**src/rtl/battery_manager_mc.sv**
```systemverilog
// Battery model for the fan controller: saturating charge level, speed-scaled discharge and mode-dependent charging.
// Optional low-level warning output is enabled by defining BAT_LOW_WARN_EN.
module battery_manager_mc #(
   parameter int LEVEL_W      = 8,
   parameter int LEVEL_MAX    = 99,
   parameter int INIT_LEVEL   = 99,
   parameter int SPEED_W      = 2,
   parameter int DISCH_DIV    = 2,
   parameter int CHG_DIV_IDLE = 1,
   parameter int CHG_DIV_RUN  = 2,
   parameter int RESUME_LEVEL = 5,
   parameter int DIV_W        = 4
`ifdef BAT_LOW_WARN_EN
   ,
   parameter int LOW_TH       = 20,
   parameter int LOW_HYST     = 5
`endif
) (
   input  logic               clk,
   input  logic               rst_n,
   input  logic               tick,
   input  logic               charge_en,
   input  logic [SPEED_W-1:0] fan_speed,
   output logic [LEVEL_W-1:0] level,
   output logic               empty,
   output logic               full,
   output logic               charging,
   output logic               fan_allow
`ifdef BAT_LOW_WARN_EN
   ,
   output logic               low_warn
`endif
);

   typedef enum logic [2:0] {
      S_IDLE     = 3'd0,
      S_DISCH    = 3'd1,
      S_CHG_IDLE = 3'd2,
      S_CHG_RUN  = 3'd3,
      S_EMPTY    = 3'd4
   } state_t;

   state_t             state;
   state_t             state_next;
   logic [DIV_W-1:0]   cnt;
   logic [DIV_W-1:0]   div_m1;
   logic [LEVEL_W-1:0] level_next;
   logic [LEVEL_W-1:0] speed_ext;
   logic               is_chg;
   logic               active;
   logic               step;

   assign is_chg    = (state == S_CHG_IDLE) || (state == S_CHG_RUN);
   assign active    = is_chg || (state == S_DISCH);
   assign speed_ext = LEVEL_W'(fan_speed);

   always_comb begin
      state_next = S_IDLE;
      if (charge_en)
         state_next = (fan_speed != '0) ? S_CHG_RUN : S_CHG_IDLE;
      else if ((level == '0) || (state == S_EMPTY))
         state_next = S_EMPTY;
      else if ((fan_speed != '0) && fan_allow)
         state_next = S_DISCH;
   end

   always_comb begin
      div_m1 = '0;
      case (state)
         S_DISCH:    div_m1 = DIV_W'(DISCH_DIV - 1);
         S_CHG_IDLE: div_m1 = DIV_W'(CHG_DIV_IDLE - 1);
         S_CHG_RUN:  div_m1 = DIV_W'(CHG_DIV_RUN - 1);
         default:    div_m1 = '0;
      endcase
   end

   // A mode change always discards the partial period, even on a tick.
   assign step = tick && active && (state_next == state) && (cnt == div_m1);

   always_comb begin
      level_next = level;
      if (step) begin
         if (state == S_DISCH)
            level_next = (level > speed_ext) ? level - speed_ext : '0;
         else
            level_next = (level < LEVEL_W'(LEVEL_MAX)) ? level + 1'b1 : LEVEL_W'(LEVEL_MAX);
      end
   end

   always_ff @(posedge clk or negedge rst_n) begin
      if (!rst_n) begin
         state     <= S_IDLE;
         cnt       <= '0;
         level     <= LEVEL_W'(INIT_LEVEL);
         fan_allow <= 1'b1;
      end else begin
         state <= state_next;
         level <= level_next;
         if ((state_next != state) || !active)
            cnt <= '0;
         else if (tick)
            cnt <= (cnt == div_m1) ? '0 : cnt + 1'b1;
         // Depletion latches the fan off until the level recovers to the resume point.
         if (!fan_allow && (level_next >= LEVEL_W'(RESUME_LEVEL)))
            fan_allow <= 1'b1;
         else if ((level_next == '0) && !is_chg)
            fan_allow <= 1'b0;
      end
   end

`ifdef BAT_LOW_WARN_EN
   always_ff @(posedge clk or negedge rst_n) begin
      if (!rst_n)
         low_warn <= (INIT_LEVEL <= LOW_TH);
      else if (level_next <= LEVEL_W'(LOW_TH))
         low_warn <= 1'b1;
      else if (level_next >= LEVEL_W'(LOW_TH + LOW_HYST))
         low_warn <= 1'b0;
   end
`endif

   assign empty    = (level == '0);
   assign full     = (level == LEVEL_W'(LEVEL_MAX));
   assign charging = is_chg;

endmodule

```
**config.mk**
```make
export PLATFORM = sky130hd
export DESIGN_NAME = battery_manager_mc
export DESIGN_NICKNAME = d
export VERILOG_FILES = /design/src/rtl/battery_manager_mc.sv
export SDC_FILE = /design/constraint.sdc
export NUM_CORES = 1
export LEC_CHECK = 0
export BUFFER_PORTS_ARGS = -buffer_cell sky130_fd_sc_hd__buf_2
export CORE_MARGIN = 2
export CORE_UTILIZATION = 54
export CTS_CLUSTER_SIZE = 12
export DETAILED_ROUTE_END_ITERATION = 10
export PLACE_DENSITY_LB_ADDON = 0.15
export SLEW_MARGIN = 5
export SYNTH_ARGS = -nofsm -noshare
export SYNTH_HDL_FRONTEND = slang
export SYNTH_SLANG_ARGS = --single-unit
```
**constraint.sdc**
```tcl
create_clock -name clk -period 3.55 [get_ports clk]
set_input_delay 0.5325 -clock clk [delete_from_list [all_inputs] [get_ports clk]]
set_output_delay 0.5325 -clock clk [all_outputs]
set_load 0.02 [all_outputs]
```
* After elaboration in Yosys (flattened, before gate mapping)
Index checks and enable logic that the tools add are counted.
** Word-level totals
- Bits of input ports :: 6
- Bits in read-only memories :: 0
- RAM bits :: 0
- Register bits :: 16
- Bits in latches :: 0
- Memories kept :: 0
- Word-level logic and storage cells :: 51
- Output and inout bits :: 12
** Operators by class
- $add $sub $neg :: 3
- Eq/ne operators :: 8
- Magnitude comparators :: 3
- Muxes and demuxes :: 14
- Bitwise logic cells :: 0
- Reduce and logical (&&, ||, !) cells :: 19
- Shifts and indexed selects :: 0
- Divide/modulo/power cells :: 0
- $mul :: 0
** Operator list (count)
- 8-bit 2-to-1 mux :: 4
- 8-bit logical NOT :: 2
- 4-bit 2-to-1 mux :: 3
- 8-bit by 1-bit adder with 8-bit output (second input constant) :: 1
- 8-bit by 7-bit == test with 1-bit output (second input constant) :: 1
- 8-bit by 3-bit >= comparator with 1-bit output (second input constant) :: 1
- 8-bit by 2-bit greater-than comparator with 1-bit output :: 1
- 8-bit by 7-bit less-than comparator with 1-bit output (second input constant) :: 1
- 8-bit by 2-bit subtractor with 8-bit output :: 1
- 3-bit by 2-bit == test with 1-bit output (second input constant) :: 2
- 1-bit logical AND :: 6
- 3-bit 2-to-1 mux :: 2
- 2-bit nonzero test :: 3
- 1-bit 2-to-1 mux :: 5
- 4-bit by 1-bit adder with 4-bit output (second input constant) :: 1
- 4-bit == test :: 1
- 1-bit logical OR :: 4
- 3-bit by 1-bit == test with 1-bit output (second input constant) :: 1
- 3-bit == test :: 1
- 3-bit == test (second input constant) :: 1
- 1-bit logical NOT :: 3
- 3-bit != test :: 1
- 2-bit OR reduction :: 1

* Longest topological paths before layout
Gate-level depths: netlist of the first run.
- Depth after elaboration :: 13
- Gate-level depth with buffers :: 11
- Gate-level depth less buffers :: 11

* Least setup slack after synthesis of the first run
OpenSTA, ideal clock, no wires.
- Path type :: input-to-reg
- From :: input port fan_speed[0]
- To :: register fan_allow
- Path slack :: 797 ps
- Buffers on the path :: 0
- Library setup time :: 82 ps
- Data arrival time :: 2671 ps
- Required time :: 3468 ps
- Stages :: 10
- Cell sequence :: ha_1 > inv_1 > fa_1 > a21boi_0 > o31ai_2 > a21oi_1 > o31ai_1 > o31ai_1 > or4_1 > a211o_1
** Between the ends
- Word-level cells in the longest chain between the ends :: 12
- Elaborated cells on any way between the ends :: 20
- Those cells by class :: 1 x add/sub; 2 x order compare; 1 x eq/ne; 8 x mux; 8 x reduce/logical
** Ends and longest elaborated chain
- start: declaration :: RTL line 23 : input logic [SPEED_W-1:0] fan_speed,
- branches (longest 8 deep; another with 8-bit by 2-bit subtractor with 8-bit output)
- 8-bit 2-to-1 mux * :: RTL line 82 : if (step) begin
- via level_next[5] :: RTL line 47 : logic [LEVEL_W-1:0] level_next;
- 8-bit by 3-bit >= comparator with 1-bit output or 8-bit logical NOT (tied branches) :: RTL line 104, 106
- 1-bit logical AND, on equally long branches :: RTL line 104, 106
- 1-bit 2-to-1 mux or 2-bit nonzero test (tied branches)
- end signal: assignment :: RTL line 95 : fan_allow <= 1'b1;
- end signal: assignment :: RTL line 105 : fan_allow <= 1'b1;
- end signal: assignment :: RTL line 107 : fan_allow <= 1'b0;
- end: declaration :: RTL line 28 : output logic fan_allow
Mark *: on every way through the listed nets, which the timed path passes.
A chain may end at the register's enable or synchronous reset.

* Worst setup path after layout of the first run
- From :: register level[0]
- To :: register fan_allow
** Between the ends
- Word-level cells in the longest chain between the ends :: 11
- Elaborated cells on any way between the ends :: 21
- Those cells by class :: 2 x add/sub; 3 x order compare; 1 x eq/ne; 7 x mux; 8 x reduce/logical
** Ends and longest elaborated chain
- start: declaration :: RTL line 24 : output logic [LEVEL_W-1:0] level,
- start signal: assignment :: RTL line 94 : level <= LEVEL_W'(INIT_LEVEL);
- start signal: assignment :: RTL line 98 : level <= level_next;
- branches (longest 7 deep; another with 8-bit by 1-bit adder with 8-bit output)
- 8-bit 2-to-1 mux * :: RTL line 82
- via level_next[5] :: RTL line 47
- 8-bit by 3-bit >= comparator with 1-bit output or 8-bit logical NOT (tied branches) :: RTL line 104, 106
- 1-bit logical AND, on equally long branches :: RTL line 104, 106
- 1-bit 2-to-1 mux or 2-bit nonzero test (tied branches)
Marked as above.

==> reports/summary.txt, run 1 <==
SETUP PATH
------------------------------------------------------------------------------------
End of the worst register-to-register path ............................    fan_allow
Nature of the critical path startpoint ................................     register
Worst reg2reg setup slack .............................................      0.61 ns
Kind of critical path .................................................   reg -> reg
Largest stage delay, worst path .......................................      0.49 ns
Worst-case reg-to-reg path depth ......................................           11
Critical path endpoint category .......................................     register
Ordered cell list for the critical path ............................... inv_1, ha_1, inv_1, fa_1, a21boi_0, o31ai_2, a21oi_1, o31ai_1, o31ai_1, or4_1, a211o_1
Worst r2r src .........................................................     level[0]
Crit-path leading delay family ........................................ compound AO/OA/AOI/OAI gates
Critical path's slowest cell ..........................................        or4_1
Buffers & Inverters on Critical Path ..................................            2
Data required, critical path ..........................................      3.77 ns
Number of cells on the critical path ..................................           11
Crit path DAT .........................................................      3.16 ns
Biggest fanout along the worst timing path ............................            7

LOGIC SYNTHESIS
------------------------------------------------------------------------------------
Post-Syn Instances ....................................................          147
Unique masters post-synth .............................................           50
Number of enable-type register cells in the synthesized netlist .......            0
Share of the synthesized area in the top cell type ....................       21.38%
Number of warnings printed during yosys synthesis .....................            0
Area of the mapped netlist ............................................ 0.001287 mm^2
Share of flip-flops with an asynchronous set or reset after synthesis .       100.0%
Leading area contributor after synthesis ..............................      dfrtp_1
Post-Syn Nets .........................................................          159
Most area-consuming cells after synthesis ............................. dfrtp_1, dfstp_2, ha_1
Sequential area share after synthesis .................................       31.58%
Mean cell area of the mapped netlist ..................................   8.758 um^2
Leading register cell type out of synthesis ...........................      dfrtp_1
Count of state elements after synthesis ...............................           16

ROUTE
------------------------------------------------------------------------------------
Routed wire length per instance .......................................     15.83 um
Number of DRC violations after detailed routing .......................            0
Vias per cell .........................................................        6.302
DRC marker count from the first detailed-route iteration ..............           32
Remaining antenna violation count after routing .......................            0
Number of vias in the routed layout ...................................         1191
DRT Wirelength ........................................................      2992 um
Drt first pass iters ..................................................            4

CLOCK NETWORK
------------------------------------------------------------------------------------
Maximum number of buffers from clock root to sink .....................            2
Clk sinks .............................................................           16
Cts bufs inserted .....................................................            3
Post-cts hold buffer count ............................................            0
Clock latency of the later-clocked register in the worst-skew pair ....      0.29 ns
Post-CTS Setup Bufs ...................................................            0
Post-cts gate resize count ............................................            0
Deepest level of the CTS H-tree .......................................            1
Clk pin slew, worst setup/hold paths ..................................      0.09 ns
Root Buffer Master ....................................................     clkbuf_4
TritonCTS clock tree ..................................................         done

TIMING
------------------------------------------------------------------------------------
Slew at the pin closest to its max-slew limit .........................    0.6443 ns
Post-Route Skew .......................................................  0.005493 ns
Period utilisation layout .............................................       82.77%
Final setup violating endpoints .......................................            0
Tmin final ............................................................     2.938 ns
Number of slew-limit violations in the final report ...................            0
Number of endpoints with negative hold slack in the final report ......            0
Worst slew margin relative to its limit ...............................       56.86%
RSZ-0062 raised after global routing ..................................           no
Aggregate negative setup slack ........................................         0 ns
F_max .................................................................    340.3 MHz

GLOBAL ROUTE
------------------------------------------------------------------------------------
Remaining global-route overflow .......................................            0
Layer with the highest usage ..........................................         met2
Global-route total usage across every layer ...........................       23.73%
Largest net degree at the start of global routing .....................           17
Antenna violations before repair ......................................            0
Met1 track demand over resource .......................................       30.69%
Wire length of the first global-routing pass ..........................      4843 um
Global-route track usage on met2 ......................................       41.04%
GR Layer Usage met3 ...................................................       1.714%
Via count of the first global-routing pass ............................         1100

DIE
------------------------------------------------------------------------------------
Floorplan die width ...................................................     52.83 um
I/O pin count .........................................................           18
Overall die area ...................................................... 0.002791 mm^2
Initial core utilization ..............................................       57.65%
Area inside the core boundary ......................................... 0.002233 mm^2
Chip Height ...........................................................     52.83 um
Site row count ........................................................           17

POWER AND IR DROP
------------------------------------------------------------------------------------
Overall power after layout ............................................     1.200 mW
Worst voltage drop across the vdd grid ................................    0.4643 mV
Sequential cell fraction of total power ...............................        30.7%
Gate power share ......................................................        61.1%
Switching power total .................................................     631.8 uW
Internal Power ........................................................     568.3 uW
Switching share of power ..............................................       52.65%
Pwr/cell area ......................................................... 857.2 mW/mm^2
Clock power share .....................................................         8.2%
Static leakage power ..................................................    0.5995 nW

JOB
------------------------------------------------------------------------------------
Number of maximum-capacitance violations ..............................            0

FINISH
------------------------------------------------------------------------------------
Final antenna diode count .............................................            0
Most used cells in the layout excluding fill and tap cells ............ buf_2, nor2_1, dfrtp_1, a21oi_1
Multi-input logic area ................................................   820.8 um^2
Number of fill cells in the layout ....................................          215
Most common cell after layout, fill and taps aside ....................        buf_2
Number of nets in the layout ..........................................          174
FF/Latch Area .........................................................   406.6 um^2
Layout overhead on the synthesized area ...............................       8.746%
Fraction of final layout cells sized beyond drive strength 1 ..........       20.50%

OUTCOME
------------------------------------------------------------------------------------
Run status ............................................................ complete, no violations

PLACEMENT
------------------------------------------------------------------------------------
RePlAce Congestion ....................................................       0.8607
Final HPWL DP .........................................................      2286 um
Count of port buffers added during placement ..........................           17

MIN PATH
------------------------------------------------------------------------------------
Hold Crit Class .......................................................  in -> async

-- layer usage --
layer | vias up | part of all wire, %
met3 | 5 | 3.6
met5 | - | 0
met1 | 571 | 45
met2 | 36 | 50
li1 | 579 | -
met4 | 0 | 1.5
-- how the worst max path moves through the flow --
stage | start | end | slack [ns]
after CTS | level[0] | fan_allow | 0.62
after floorplan | fan_speed[0] | fan_allow | 0.80
final | level[0] | fan_allow | 0.61
after global routing | level[0] | fan_allow | 0.36
after global placement | fan_speed[0] | fan_allow | 0.58
after detailed placement | fan_speed[0] | fan_allow | 0.48
-- power groups by stage --
stage / combinational (mW) / clock [mW] / sequential, mW
after floorplan: 0.572 / 0 / 0.349
after global placement: 0.715 / 0 / 0.366
after detailed placement: 0.723 / 0 / 0.368
after CTS: 0.728 / 0.101 / 0.365
after global routing: 0.809 / 0.107 / 0.381
final: 0.733 / 0.0989 / 0.368
-- flip-flops by register name (all words and copies together) (netlist names) --
name and flops:
cnt 4, fan_allow 1, level 8, state 3
-- cell usage after synthesis (4+ instances only) --
library cell,count
ha_1,5
dfrtp_1,11
inv_1,7
nor2_1,14
a21oi_1,10
clkbuf_1,6
nand2_1,6
nor3_1,7
a31oi_1,5
nand3_1,5
nand2b_1,4
dfstp_2,5
o21ai_0,7
o31ai_1,5
-- cells by family after synthesis --
group | share of synthesized area (%)
simple gates | 27.21
fa+ha+maj | 6.414
compound gates | 25.85
buf+inv | 4.665
mux | 1.555
flops | 31.58
xor+xnor | 2.722
-- final cells by class --
| type | instances | share of cell area (%) |
|---|---|---|
| clock buffers | 4 | 1.877 |
| inverters | 7 | 1.877 |
| multi-input cells | 117 | 58.62 |
| flip-flops and latches | 16 | 29.04 |
| well taps | 28 | 2.502 |
| repair buffers | 17 | 6.077 |
-- per-stage QoR --
step	instance area [um^2]	util (%)	worst slack (ns)	cells	hold WS [ns]
3_5_place_dp	1374	61.51	0.4830	185	0.4550
4_1_cts	1400	62.69	0.6207	189	0.1393
6_report	1400	62.69	0.6118	189	0.1295
3_3_place_gp	1374	61.51	0.5850	185	0.4501
2_1_floorplan	1287	-	0.7972	147	0.2369
5_1_grt	1400	62.69	0.3581	189	0.1429
No activity file was read; power rests on OpenSTA's default activity.
==> run 2: changes to the inputs <==
- ABC_AREA: default -> 1
- clock period: 3.55 -> 2.8 ns (I/O delays scaled with it)
==> reports/summary.txt, run 2 <==
TIMING
------------------------------------------------------------------------------------
Post-Route Skew .......................................................  0.004937 ns   -0.0005556 ns
Final setup violating endpoints .......................................            0   unchanged
Slew at the pin closest to its max-slew limit .........................    0.4195 ns   -0.2247 ns
Number of endpoints with negative hold slack in the final report ......            0   unchanged
Worst slew margin relative to its limit ...............................       72.03%   +15 points
Tmin final ............................................................     2.379 ns   -0.5590 ns
Period utilisation layout .............................................       84.97%   +2.2 points
Number of slew-limit violations in the final report ...................            0   unchanged
RSZ-0062 raised after global routing ..................................           no
F_max .................................................................    420.3 MHz   +23%
Aggregate negative setup slack ........................................         0 ns   unchanged

PLACEMENT
------------------------------------------------------------------------------------
Final HPWL DP .........................................................      2362 um   +3.3%
RePlAce Congestion ....................................................       0.8506   -1.2%
Count of port buffers added during placement ..........................           17   unchanged

DIE
------------------------------------------------------------------------------------
Area inside the core boundary ......................................... 0.002410 mm^2   +7.9%
Floorplan die width ...................................................     53.77 um   +1.8%
I/O pin count .........................................................           18   unchanged
Initial core utilization ..............................................       55.50%   -2.1 points
Site row count ........................................................           18   +1
Overall die area ...................................................... 0.002891 mm^2   +3.6%
Chip Height ...........................................................     53.77 um   +1.8%

GLOBAL ROUTE
------------------------------------------------------------------------------------
Antenna violations before repair ......................................            0   unchanged
Global-route total usage across every layer ...........................       23.33%   -0.40 points
Remaining global-route overflow .......................................            0   unchanged
Wire length of the first global-routing pass ..........................      4954 um   +2.3%
Via count of the first global-routing pass ............................         1180   +7.3%
Largest net degree at the start of global routing .....................           17   unchanged

POWER AND IR DROP
------------------------------------------------------------------------------------
Pwr/cell area ......................................................... 803.7 mW/mm^2   -6.2%
Gate power share ......................................................        54.5%   -6.6 points
Internal Power ........................................................     586.1 uW   +3.1%
Switching power total .................................................     590.5 uW   -6.5%
Clock power share .....................................................        10.5%   +2.3 points
Worst voltage drop across the vdd grid ................................    0.4069 mV   -12%
Static leakage power ..................................................    0.7852 nW   +31%
Sequential cell fraction of total power ...............................        35.0%   +4.3 points
Switching share of power ..............................................       50.18%   -2.5 points

OUTCOME
------------------------------------------------------------------------------------
Run status ............................................................ complete, no violations

FINISH
------------------------------------------------------------------------------------
Number of nets in the layout ..........................................          222   +28%
Max FFs per register ..................................................            8   unchanged
Number of fill cells in the layout ....................................          237   +10%
Final antenna diode count .............................................            0   unchanged
Most used cells in the layout excluding fill and tap cells ............ nand2_1, inv_1, nand3_1, buf_2, nor2_1
Most common cell after layout, fill and taps aside ....................      nand2_1
Largest registers ..................................................... level (8), cnt (4), state (3)
Post-layout util ......................................................       60.75%   -1.9 points
Fraction of final layout cells sized beyond drive strength 1 ..........       18.66%   -1.8 points
Layout overhead on the synthesized area ...............................       9.448%
Largest register by flop count ........................................        level

CLOCK NETWORK
------------------------------------------------------------------------------------
Deepest level of the CTS H-tree .......................................            1   unchanged
Clk sinks .............................................................           16   unchanged
Post-cts gate resize count ............................................            0   unchanged
Maximum number of buffers from clock root to sink .....................            2   unchanged
TritonCTS clock tree ..................................................         done
Cts bufs inserted .....................................................            3   unchanged
Root Buffer Master ....................................................     clkbuf_4
Post-CTS Setup Bufs ...................................................            0   unchanged
Clk pin slew, worst setup/hold paths ..................................      0.09 ns   about the same
Post-cts hold buffer count ............................................            0   unchanged
Clock latency of the later-clocked register in the worst-skew pair ....      0.28 ns   about the same

SETUP PATH
------------------------------------------------------------------------------------
Critical path's slowest cell ..........................................      dfstp_2
Ordered cell list for the critical path ............................... inv_1, ha_1, inv_1, fa_1, inv_1, a21oi_1, nor3_1, nor2_1, inv_1, o21ai_0, nand3b_1, nand2_1, nand3_1, nor2_1, nand2_1
End of the worst register-to-register path ............................    fan_allow
Worst reg2reg setup slack .............................................      0.42 ns   -0.19 ns
Worst-case reg-to-reg path depth ......................................           15   +4
Worst r2r src .........................................................     level[0]
Buffers & Inverters on Critical Path ..................................            4   +2
Crit-path leading delay family ........................................ simple AND/OR/NAND/NOR gates
Kind of critical path .................................................   reg -> reg
Most numerous cell on the critical path ...............................        inv_1
Critical path endpoint category .......................................     register
Nature of the critical path startpoint ................................     register
Biggest fanout along the worst timing path ............................            6   -1
Data required, critical path ..........................................      3.02 ns   -0.75 ns
Largest stage delay, worst path .......................................      0.39 ns   -0.10 ns
Crit path DAT .........................................................      2.60 ns   -0.56 ns

LOGIC SYNTHESIS
------------------------------------------------------------------------------------
Share of flip-flops with an asynchronous set or reset after synthesis .       100.0%   unchanged
Number of enable-type register cells in the synthesized netlist .......            0   unchanged
Most area-consuming cells after synthesis ............................. dfrtp_1, nand2_1, inv_1
Mean cell area of the mapped netlist ..................................   7.040 um^2   -20%
Share of the synthesized area in the top cell type ....................       20.58%   -0.80 points
Leading register cell type out of synthesis ...........................      dfrtp_1
Sequential area share after synthesis .................................       30.40%   -1.2 points
Unique masters post-synth .............................................           30   -40%
Count of state elements after synthesis ...............................           16   unchanged
Most used standard cells in the synthesized netlist ................... nand2_1, inv_1, nand3_1
Area of the mapped netlist ............................................ 0.001338 mm^2   +3.9%
Leading area contributor after synthesis ..............................      dfrtp_1
Post-Syn Instances ....................................................          190   +29%
Number of warnings printed during yosys synthesis .....................            0   unchanged
Most numerous cell in the Yosys netlist ...............................      nand2_1
Post-Syn Nets .........................................................          202   +27%

MIN PATH
------------------------------------------------------------------------------------
Hold Crit Class .......................................................  in -> async

ROUTE
------------------------------------------------------------------------------------
Number of vias in the routed layout ...................................         1250   +5.0%
Drt first pass iters ..................................................            4   unchanged
Remaining antenna violation count after routing .......................            0   unchanged
Routed wire length per instance .......................................     12.13 um   -23%
DRT Wirelength ........................................................      2898 um   -3.1%
DRC marker count from the first detailed-route iteration ..............           61   +91%
Number of DRC violations after detailed routing .......................            0   unchanged
Vias per cell .........................................................        5.230   -17%

JOB
------------------------------------------------------------------------------------
Number of maximum-capacitance violations ..............................            0   unchanged

-- run 2: changes by cell type after synthesis, sizes merged, moves of 6 or more --
cell / previous run / this run
inv: 7 / 42
nand2: 7 / 49
a21oi: 10 / 4
o21ai: 8 / 15
nand3: 5 / 19
clkbuf: 6 / 0
-- run 2: how the worst max path moves through the flow --
stage | from | end | slack, ns | depth (start not counted)
2_1_floorplan | level[0] | fan_allow | 0.66 | 18
3_3_place_gp | fan_speed[0] | fan_allow | 0.53 | 15
3_5_place_dp | fan_speed[0] | fan_allow | 0.45 | 15
4_1_cts | level[0] | fan_allow | 0.44 | 15
5_1_grt | level[0] | fan_allow | 0.23 | 18
6_report | level[0] | fan_allow | 0.42 | 15
-- run 2: kinds of logic after synthesis --
kind of cell             count (synthesis)  share of synthesized area (%)
AND/OR/NAND/NOR                         92                          34.14
XOR/XNOR                                 7                          4.584
adder cells (fa/ha/maj)                  6                          6.174
buffers and inverters                   44                          13.47
flip-flops                              16                          30.40
AO/OA/AOI/OAI                           25                          11.23
-- run 2: worst register-to-register path, delay by kind of cell (launching register included) --
kind	cells	cell delay, ns
compound gates	2	0.16
fa+ha+maj	2	0.54
buf+inv	4	0.44
flops	1	0.39
simple gates	7	0.80
-- run 2: metrics by stage --
stage | cells | total power, mW | hold slack (ns) | instance area (um^2) | worst slack, ns
global route | 239 | 1.274 | 0.05646 | 1464 | 0.2260
detailed placement | 235 | 1.054 | 0.3541 | 1438 | 0.4456
global placement | 235 | 1.041 | 0.3453 | 1438 | 0.5269
floorplan | 190 | 0.8939 | 0.1244 | 1338 | 0.6633
finish | 239 | 1.177 | 0.03691 | 1464 | 0.4208
CTS | 239 | 1.179 | 0.04254 | 1464 | 0.4360
-- run 2: layout make-up --
cell class / instances / area (um^2) / share of cell area (%)
Clock buffer: 4 / 26.28 / 1.795
Inverter: 42 / 157.7 / 10.77
Multi-Input combinational cell: 130 / 750.7 / 51.28
Sequential cell: 16 / 406.6 / 27.78
Tap cell: 30 / 37.54 / 2.564
Timing Repair Buffer: 17 / 85.08 / 5.812
-- run 2: layer usage --
layer	GRT usage [%]	wire length [um]	vias to the layer above
met3	2.500	146	4
met4	8.547	25	0
met5	0	0	-
met1	29.34	1302	580
met2	40.85	1423	33
li1	-	-	633
-- run 2: power by group through the flow --
| stage | Clock (mW) | Combinational, mW | Sequential [mW] |
|---|---|---|---|
| 2_1_floorplan | 0 | 0.449 | 0.445 |
| 3_3_place_gp | 0 | 0.632 | 0.409 |
| 3_5_place_dp | 0 | 0.638 | 0.415 |
| 4_1_cts | 0.126 | 0.643 | 0.411 |
| 5_1_grt | 0.132 | 0.722 | 0.421 |
| 6_report | 0.124 | 0.642 | 0.411 |
